$ cat src/rtl/iq_shifter_agc.sv
// iq_shifter_agc: selects an OUT_WIDTH window from wide I/Q samples with clamping, saturation
// and windowed automatic gain. Define IQ_SHIFTER_ROUNDING_EN for round-half-up (else truncation).
module iq_shifter_agc #(
  parameter int IN_WIDTH      = 88,
  parameter int OUT_WIDTH     = 32,
  parameter int DIST_WIDTH    = 8,
  parameter int PEAK_WINDOW   = 4096,
  parameter int HEADROOM_BITS = 2
) (
  input  logic                         clk,
  input  logic                         reset_n,
  input  logic                         in_valid,
  input  logic signed [IN_WIDTH-1:0]   in_I,
  input  logic signed [IN_WIDTH-1:0]   in_Q,
  input  logic        [DIST_WIDTH-1:0] distance_manual,
  input  logic                         auto_en,
  output logic                         out_valid,
  output logic signed [OUT_WIDTH-1:0]  out_I,
  output logic signed [OUT_WIDTH-1:0]  out_Q,
  output logic                         sat_I,
  output logic                         sat_Q,
  output logic        [DIST_WIDTH-1:0] distance_cur
);

  localparam int CNT_W = $clog2(PEAK_WINDOW);
  localparam int EXT_W = IN_WIDTH + 1;
  localparam logic [DIST_WIDTH-1:0] D_MIN = DIST_WIDTH'(OUT_WIDTH);
  localparam logic [DIST_WIDTH-1:0] D_MAX = DIST_WIDTH'(IN_WIDTH);
  localparam logic [OUT_WIDTH-1:0] SAT_POS = {1'b0, {(OUT_WIDTH-1){1'b1}}};
  localparam logic [OUT_WIDTH-1:0] SAT_NEG = {1'b1, {(OUT_WIDTH-1){1'b0}}};

  typedef enum logic {ST_MANUAL, ST_AUTO} state_t;

  state_t                r_state;
  logic [DIST_WIDTH-1:0] r_dist;
  logic [CNT_W-1:0]      r_cnt;
  logic                  r_hit_hi;
  logic                  r_hit_lo;
  logic                  r_s1_valid;
  logic                  r_out_valid;

  logic [DIST_WIDTH-1:0] w_dist_clamped;
  logic [DIST_WIDTH-1:0] w_shift;
  logic [DIST_WIDTH-1:0] w_k_hi;
  logic [DIST_WIDTH-1:0] w_k_lo;
  logic [1:0]            w_ovf;
  logic [1:0]            w_hi;
  logic [1:0]            w_lo;
  logic                  w_win_hi;
  logic                  w_win_lo;

  always_comb begin
    w_dist_clamped = distance_manual;
    if (distance_manual < D_MIN) begin
      w_dist_clamped = D_MIN;
    end else if (distance_manual > D_MAX) begin
      w_dist_clamped = D_MAX;
    end
  end

  assign w_shift      = r_dist - D_MIN;
  assign w_k_hi       = r_dist - DIST_WIDTH'(HEADROOM_BITS + 1);
  assign w_k_lo       = r_dist - DIST_WIDTH'(HEADROOM_BITS + 2);
  assign distance_cur = r_dist;
  assign out_valid    = r_out_valid;

  // Window flags include the sample being accepted this cycle.
  assign w_win_hi = r_hit_hi | (|w_hi) | (|w_ovf);
  assign w_win_lo = r_hit_lo | (|w_lo);

  // Channel 0 is I, channel 1 is Q; both share the valid pipeline.
  for (genvar gi = 0; gi < 2; gi++) begin : g_ch
    logic signed [IN_WIDTH-1:0] w_in;
    logic signed [EXT_W-1:0]    w_ext;
    logic signed [EXT_W-1:0]    w_shifted;
    logic [IN_WIDTH-1:0]        w_mag;
    logic [OUT_WIDTH-1:0]       r_s1_data;
    logic                       r_s1_ovf;
    logic                       r_s1_neg;
    logic [OUT_WIDTH-1:0]       r_out;
    logic                       r_sat;

    assign w_in = (gi == 0) ? in_I : in_Q;

`ifdef IQ_SHIFTER_ROUNDING_EN
    assign w_ext = $signed({w_in[IN_WIDTH-1], w_in} +
                           ((w_shift == '0) ? '0 : (EXT_W'(1) << (w_shift - DIST_WIDTH'(1)))));
`else
    assign w_ext = $signed({w_in[IN_WIDTH-1], w_in});
`endif

    assign w_shifted = w_ext >>> w_shift;
    assign w_ovf[gi] = ~((&w_shifted[EXT_W-1:OUT_WIDTH-1]) | ~(|w_shifted[EXT_W-1:OUT_WIDTH-1]));

    // ~x for negative x makes the threshold test strict (x < -T).
    assign w_mag    = w_in[IN_WIDTH-1] ? ~w_in : w_in;
    assign w_hi[gi] = |(w_mag >> w_k_hi);
    assign w_lo[gi] = |(w_mag >> w_k_lo);

    always_ff @(posedge clk or negedge reset_n) begin
      if (!reset_n) begin
        r_s1_data <= '0;
        r_s1_ovf  <= 1'b0;
        r_s1_neg  <= 1'b0;
      end else if (in_valid) begin
        r_s1_data <= w_shifted[OUT_WIDTH-1:0];
        r_s1_ovf  <= w_ovf[gi];
        r_s1_neg  <= w_shifted[EXT_W-1];
      end
    end

    always_ff @(posedge clk or negedge reset_n) begin
      if (!reset_n) begin
        r_out <= '0;
        r_sat <= 1'b0;
      end else if (r_s1_valid) begin
        r_out <= r_s1_ovf ? (r_s1_neg ? SAT_NEG : SAT_POS) : r_s1_data;
        r_sat <= r_s1_ovf;
      end else begin
        r_sat <= 1'b0;
      end
    end

    if (gi == 0) begin : g_i
      assign out_I = r_out;
      assign sat_I = r_sat;
    end else begin : g_q
      assign out_Q = r_out;
      assign sat_Q = r_sat;
    end
  end

  always_ff @(posedge clk or negedge reset_n) begin
    if (!reset_n) begin
      r_s1_valid  <= 1'b0;
      r_out_valid <= 1'b0;
    end else begin
      r_s1_valid  <= in_valid;
      r_out_valid <= r_s1_valid;
    end
  end

  always_ff @(posedge clk or negedge reset_n) begin
    if (!reset_n) begin
      r_state  <= ST_MANUAL;
      r_dist   <= D_MAX;
      r_cnt    <= '0;
      r_hit_hi <= 1'b0;
      r_hit_lo <= 1'b0;
    end else begin
      case (r_state)
        ST_MANUAL: begin
          r_cnt    <= '0;
          r_hit_hi <= 1'b0;
          r_hit_lo <= 1'b0;
          if (auto_en) begin
            r_state <= ST_AUTO;
          end else begin
            r_dist <= w_dist_clamped;
          end
        end
        ST_AUTO: begin
          if (!auto_en) begin
            r_state  <= ST_MANUAL;
            r_dist   <= w_dist_clamped;
            r_cnt    <= '0;
            r_hit_hi <= 1'b0;
            r_hit_lo <= 1'b0;
          end else if (in_valid) begin
            if (r_cnt == CNT_W'(PEAK_WINDOW - 1)) begin
              r_cnt    <= '0;
              r_hit_hi <= 1'b0;
              r_hit_lo <= 1'b0;
              if (w_win_hi) begin
                if (r_dist < D_MAX) r_dist <= r_dist + DIST_WIDTH'(1);
              end else if (!w_win_lo && (r_dist > D_MIN)) begin
                r_dist <= r_dist - DIST_WIDTH'(1);
              end
            end else begin
              r_cnt    <= r_cnt + CNT_W'(1);
              r_hit_hi <= w_win_hi;
              r_hit_lo <= w_win_lo;
            end
          end
        end
        default: r_state <= ST_MANUAL;
      endcase
    end
  end

endmodule

$ cat config.mk
export PLATFORM = sky130hd
export DESIGN_NAME = iq_shifter_agc
export DESIGN_NICKNAME = d
export VERILOG_FILES = /design/src/rtl/iq_shifter_agc.sv
export SDC_FILE = /design/constraint.sdc
export NUM_CORES = 2
export LEC_CHECK = 0
export CAP_MARGIN = 25
export CELL_PAD_IN_SITES_DETAIL_PLACEMENT = 1
export CELL_PAD_IN_SITES_GLOBAL_PLACEMENT = 1
export CORE_ASPECT_RATIO = 0.8
export CORE_UTILIZATION = 25
export DETAILED_ROUTE_END_ITERATION = 6
export PLACE_DENSITY = 0.54
export SETUP_SLACK_MARGIN = 0.2
export SLEW_MARGIN = 20
export SYNTH_ARGS = -nofsm -noshare
export SYNTH_HDL_FRONTEND = slang
export SYNTH_SLANG_ARGS = --single-unit
$ cat constraint.sdc
create_clock -name clk -period 22.8 [get_ports clk]
set_input_delay 2.28 -clock clk [delete_from_list [all_inputs] [get_ports clk]]
set_output_delay 2.28 -clock clk [all_outputs]
set_load 0.005 [all_outputs]
* Word-level counts from Yosys, hierarchy flattened
Cells that the tools add are included. Widths: inputs -> output; s select.
Word-level totals: flip-flop bits (word level) 159, input port bits 188, output and inout port bits 75
Cells by class: add/sub/neg operators 6, magnitude comparators 4, equality and inequality tests 6, shift-type cells 6, mux-type cells 31, bitwise logic cells 12, reduce and logical (&&, ||, !) cells 10
Operator list (count):
- $reduce_or 176->1 | 2
- $shr 88x8->88 | 4
- $sshr 88x8->89 | 2
- $mux 88 | 2
- $not 88->88 | 2
- $mux 32 | 4
- $reduce_and 58->1 | 2
- $reduce_or 58->1 | 2
- $mux 8 | 9
- $mux 12 | 3
- $pmux 12 s2 | 1
- $pmux 8 s2 | 1
- $add 12x1->12 const B | 1
- $eq 12x12->1 const B | 1
- $mux 1 | 9
- $add 8x1->8 const B | 1
- $gt 8x6->1 const B | 1
- $gt 8x7->1 const B | 1
- $lt 8x6->1 const B | 1
- $lt 8x7->1 const B | 1
- $sub 8x1->8 const B | 1
- $sub 8x2->8 const B | 1
- $sub 8x3->8 const B | 1
- $sub 8x6->8 const B | 1
- other kinds (12) | 21

* Logic depth before layout (Yosys ltp)
word-level depth 13, depth in mapped cells 36, mapped depth without buffers 25

* Worst setup path before layout
OpenSTA, ideal clock, no wires.
kind register to register, start point register r_dist[2] (netlist: distance_cur[2]), end point register r_dist[7] (netlist: distance_cur[7]), data arrival time 7.573 ns, path slack 15.147 ns, stages on the path, launching flop included 37, clock period less this slack 7.653 ns, cells stage by stage dfrtp_1 -> buf_2 -> buf_2 -> inv_1 -> buf_2 -> buf_2 -> buf_2 -> buf_2 -> clkbuf_1 -> buf_2 -> buf_1 -> buf_1 -> clkbuf_1 -> ha_1 -> nand2_1 -> and2_1 -> xnor2_1 -> clkbuf_1 -> clkbuf_1 -> o221ai_1 -> o211ai_1 -> a211oi_1 -> a211oi_2 -> nand4_1 -> nor2_1 -> ha_1 -> a21o_1 -> a21oi_1 -> o21bai_1 -> a21oi_1 -> nor2b_1 -> o21ai_0 -> nand2b_1 -> nor2_1 -> nand3_1 -> mux2i_1 -> mux2i_1
On the way: word-level cells in the longest chain between the ends 13
Ends and longest elaborated chain:
- from (decl) | RTL line 35 | logic [DIST_WIDTH-1:0] r_dist;
- from (signal assigned) | RTL line 159 | r_dist <= w_dist_clamped;
- from (signal assigned) | RTL line 165 | r_dist <= w_dist_clamped;
- from (signal assigned) | RTL line 175 | if (r_dist < D_MAX) r_dist <= r_dist + DIST_WIDTH'(1);
- $sub 8x6->8 | RTL line 61 | assign w_shift = r_dist - D_MIN;
- $sshr 88x8->89 | RTL line 92 | assign w_shifted = w_ext >>> w_shift;
- $reduce_or 58->1 | RTL line 93 | assign w_ovf[gi] = ~((&w_shifted[EXT_W-1:OUT_WIDTH-1]) | ~(|w_shifted[EXT_W-1:OUT_WIDTH-1]));
- $not 1->1 | RTL line 93
- $or 1x1->1 | RTL line 93
- $not 1->1 | RTL line 93
- $reduce_or 2->1 | RTL line 68 | assign w_win_hi = r_hit_hi | (|w_hi) | (|w_ovf);
- $or 1x1->1 | RTL line 68
- $mux 8 | RTL line 174 | if (w_win_hi) begin
- $mux 8 | RTL line 170 | if (r_cnt == CNT_W'(PEAK_WINDOW - 1)) begin
- $mux 8 | RTL line 169 | end else if (in_valid) begin
- $mux 8 | RTL line 163 | if (!auto_en) begin
- $pmux 8 s2 | RTL line 151 | case (r_state)
Several ways; a longest one is shown, not always the timed one. The select of a mux whose other input is x is not followed. A chain may end at the register's enable or synchronous reset.

* Worst setup path in the final report
start point register r_dist[0] (netlist: distance_cur[0]), end point register r_dist[7] (netlist: distance_cur[7])
The elaborated chain is that of the path after synthesis.

==> results.json <==
{
  "path_clk_slew_ns": 0.07,
  "syn2layout_area_growth_pct": 10.5,
  "placed_area_um2": 50200,
  "cts_max_path_buffers": 2,
  "routed_wl_um": 260000,
  "grt_max_degree": 188,
  "async_flop_share": 1.00,
  "worst-setup-path-type": "register to register",
  "fp.coreArea_um2": 183000,
  "ctsHoldBuffers": 0,
  "ant_nets": 0,
  "synth_fp_nets": 6038,
  "dieArea_um2": 186000,
  "timing.fmax_mhz": 98.0,
  "finalHoldViolCount": 0,
  "fillers": 21700,
  "r2r_slack_ns": 12.60,
  "postSynthAreaPerCell_um2": 7.89,
  "grt_pass1_vias": 49800,
  "cp_common_cell": "buf_4",
  "grt_pass1_wl_um": 375000,
  "ys.flop_type": "dfrtp_1",
  "max_slew.worst_pin.slew_ns": 1.28,
  "ys_top_cells_by_area": "mux4_2 17%, mux2i_1 14%, dfrtp_1 8.5%, mux2_2 6.0%, a21oi_1 4.7%",
  "drv_slew": 0,
  "wire_per_inst_um": 32.3,
  "post-cts-setup-buffers": 0,
  "drive_above_1_share": 0.178,
  "hold_path_class": "register to register",
  "arrival_ns": 10.59,
  "fin_skew_ns": 0.0150,
  "synth.cell_area_um2": 46000,
  "regArea_um2": 4010,
  "rsz0062_at_grt": "no",
  "yosys_register_bits": 159,
  "r2r_end": "distance_cur[7]",
  "place_congestion": 0.996,
  "antenna_found_initial": 21,
  "worst_slack_ns": 12.60,
  "grt_overflow": 0,
  "firstDrtPassIters": 6,
  "peakVddDrop_v": 0.0000407,
  "reg2regPathDepth": 28,
  "htreeDepth": 4,
  "final.min_clock_period_ns": 10.20,
  "post-route-period-util": 0.447,
  "vias_per_cell": 6.35,
  "syn_inst": 5836,
  "timing.rr.start": "distance_cur[0]",
  "placedCellCount": 8021,
  "dp_slack_ns": 12.82,
  "mostFrequentLayoutCells": "630 x mux2i_1, 509 x nor2_1, 466 x nand2_1",
  "cts_resized": 0,
  "multi_input_area_um2": 38500,
  "nets": 5831,
  "die_h_um": 386,
  "crit_path_start_kind": "register",
  "synth_area_leader_cell": "mux4_2",
  "finish.instance_area_um2": 50800,
  "std_cell_rows": 140,
  "synth-edff-count": 0,
  "drc": 0,
  "ys_types": 110,
  "cp_data_required_time_ns": 23.19,
  "clk-insertion-delay-late_ns": 0.46,
  "cellPowerDensity_nw_per_um2": 78.1,
  "crit_start": "distance_cur[0]",
  "start_util": 0.252,
  "tns_ns": 0,
  "yosys_warnings": 0,
  "crit_path_top_delay_cell": "buf_4",
  "final_cells": 8065,
  "cts_tree": "yes",
  "cpPeakStageDelay_ns": 0.81,
  "die_x_um": 482,
  "hpwlAfterDp_um": 192000,
  "crit_end": "distance_cur[7]",
  "layout_commonest_cell": "mux2i_1",
  "ios": 263,
  "leakage_nw": 17.7,
  "drt_iter0_drc": 5877,
  "setup_viol": 0,
  "synth.yosys.seq_area_share": 0.0865,
  "cts.sinks": 159,
  "worstSetupEndpointType": "register",
  "outcome": "completed",
  "grt_use_total": 0.271,
  "portBuffers": 262,
  "yosysTopAreaCellShare": 0.169,
  "max-slew-margin-rel": 0.144,
  "cap_violations": 0,
  "cts-buffers-inserted": 17,
  "cts_root_buffer": "clkbuf_16",
  "dr_total_vias": 51200,
  "critPathMaxFanout": 124
}
-- worst max-delay path, delay by kind of cell (launching register included) --
| kind | cells | cell delay (ns) |
|---|---|---|
| buffers and inverters | 5 | 3.15 |
| multiplexers | 5 | 1.97 |
| AO/OA/AOI/OAI | 8 | 1.96 |
| AND/OR/NAND/NOR | 9 | 1.73 |
| flip-flops | 1 | 0.70 |
| adder cells (fa/ha/maj) | 1 | 0.24 |
-- cells by family after synthesis --
group | share of synthesized area
AND/OR/NAND/NOR | 0.201
AO/OA/AOI/OAI | 0.226
multiplexers | 0.367
buffers and inverters | 0.0802
XOR/XNOR | 0.0349
flip-flops | 0.0865
adder cells (fa/ha/maj) | 0.00440
-- cell usage after synthesis, types with 16 or more instances --
cell and instances:
a2111oi_0 30, buf_1 61, mux2i_1 630, nor2_1 516
o311ai_0 20, o31ai_1 45, xnor2_1 161, or3_1 54
o221ai_1 27, o2111ai_1 26, nor2b_1 36, o21ai_0 286
a211oi_1 67, nor4_1 57, dfrtp_1 156, o211ai_1 85
nand3_1 179, nor3b_1 20, or2_2 61, a21o_1 20
a2bb2oi_1 17, a211o_1 25, nand4_1 47, buf_6 39
buf_4 55, o22ai_1 90, a22oi_1 38, and2_1 76
a31oi_1 80, and3_1 67, xor2_1 20, buf_2 179
a21oi_1 430, o21a_1 22, inv_1 47, a221oi_1 24
a22o_1 16, nor3_1 205, clkbuf_1 382, mux4_2 346
or4_1 21, nand2b_1 41, mux2_2 246, nand2_1 466
-- final cells by class --
| class | count | share of cell area |
|---|---|---|
| inverters | 54 | 0.00438 |
| clock inverters | 15 | 0.00357 |
| clock buffers | 17 | 0.00837 |
| well taps | 2414 | 0.0594 |
| diodes | 9 | 0.000443 |
| flip-flops and latches | 159 | 0.0788 |
| repair buffers | 496 | 0.0879 |
| multi-input cells | 4901 | 0.757 |
-- metal layers --
layer,up-vias,GRT usage,part of all wire
met5,-,0,0.00033
met1,26400,0.384,0.45
li1,22000,-,-
met3,367,0.0421,0.081
met4,12,0.0748,0.029
met2,2481,0.420,0.44
-- flip-flops by register name (all words and copies together), names as in the netlist --
name / flops
out_Q: 32
out_valid: 1
g_ch.r_s1_neg: 2
out_I: 32
g_ch.r_s1_data: 64
r_state: 1
g_ch.r_s1_ovf: 2
sat_Q: 1
r_hit_hi: 1
r_hit_lo: 1
r_s1_valid: 1
r_cnt: 12
distance_cur: 8
sat_I: 1
-- where the power goes --
part	leakage (nW)	internal [W]	total (W)	switching, W
combinational	15.6	0.00116	0.00327	0.00211
sequential	1.83	0.000341	0.000399	0.0000585
clock	0.292	0.000165	0.000306	0.000141
total	17.7	0.00166	0.00397	0.00231
-- stage by stage --
step                      hold WS [ns]   util  power [W]
after floorplan                  0.406      -    0.00246
after global placement           0.461  0.275    0.00356
after detailed placement         0.471  0.275    0.00358
after CTS                        0.484  0.278    0.00391
after global routing             0.518  0.278    0.00415
final                            0.488  0.279    0.00397
-- how the worst min path moves through the flow --
stage                           from        end  slack [ns]  cells past startpoint
final                      r_cnt[11]  r_cnt[11]        0.49                      1
after global routing       r_cnt[11]  r_cnt[11]        0.52                      1
after CTS                  r_cnt[11]  r_cnt[11]        0.48                      1
after detailed placement   r_cnt[11]  r_cnt[11]        0.47                      1
after global placement     r_cnt[11]  r_cnt[11]        0.46                      1
after floorplan           r_s1_valid  out_valid        0.41                      0
No activity file was read; power rests on OpenSTA's default activity.
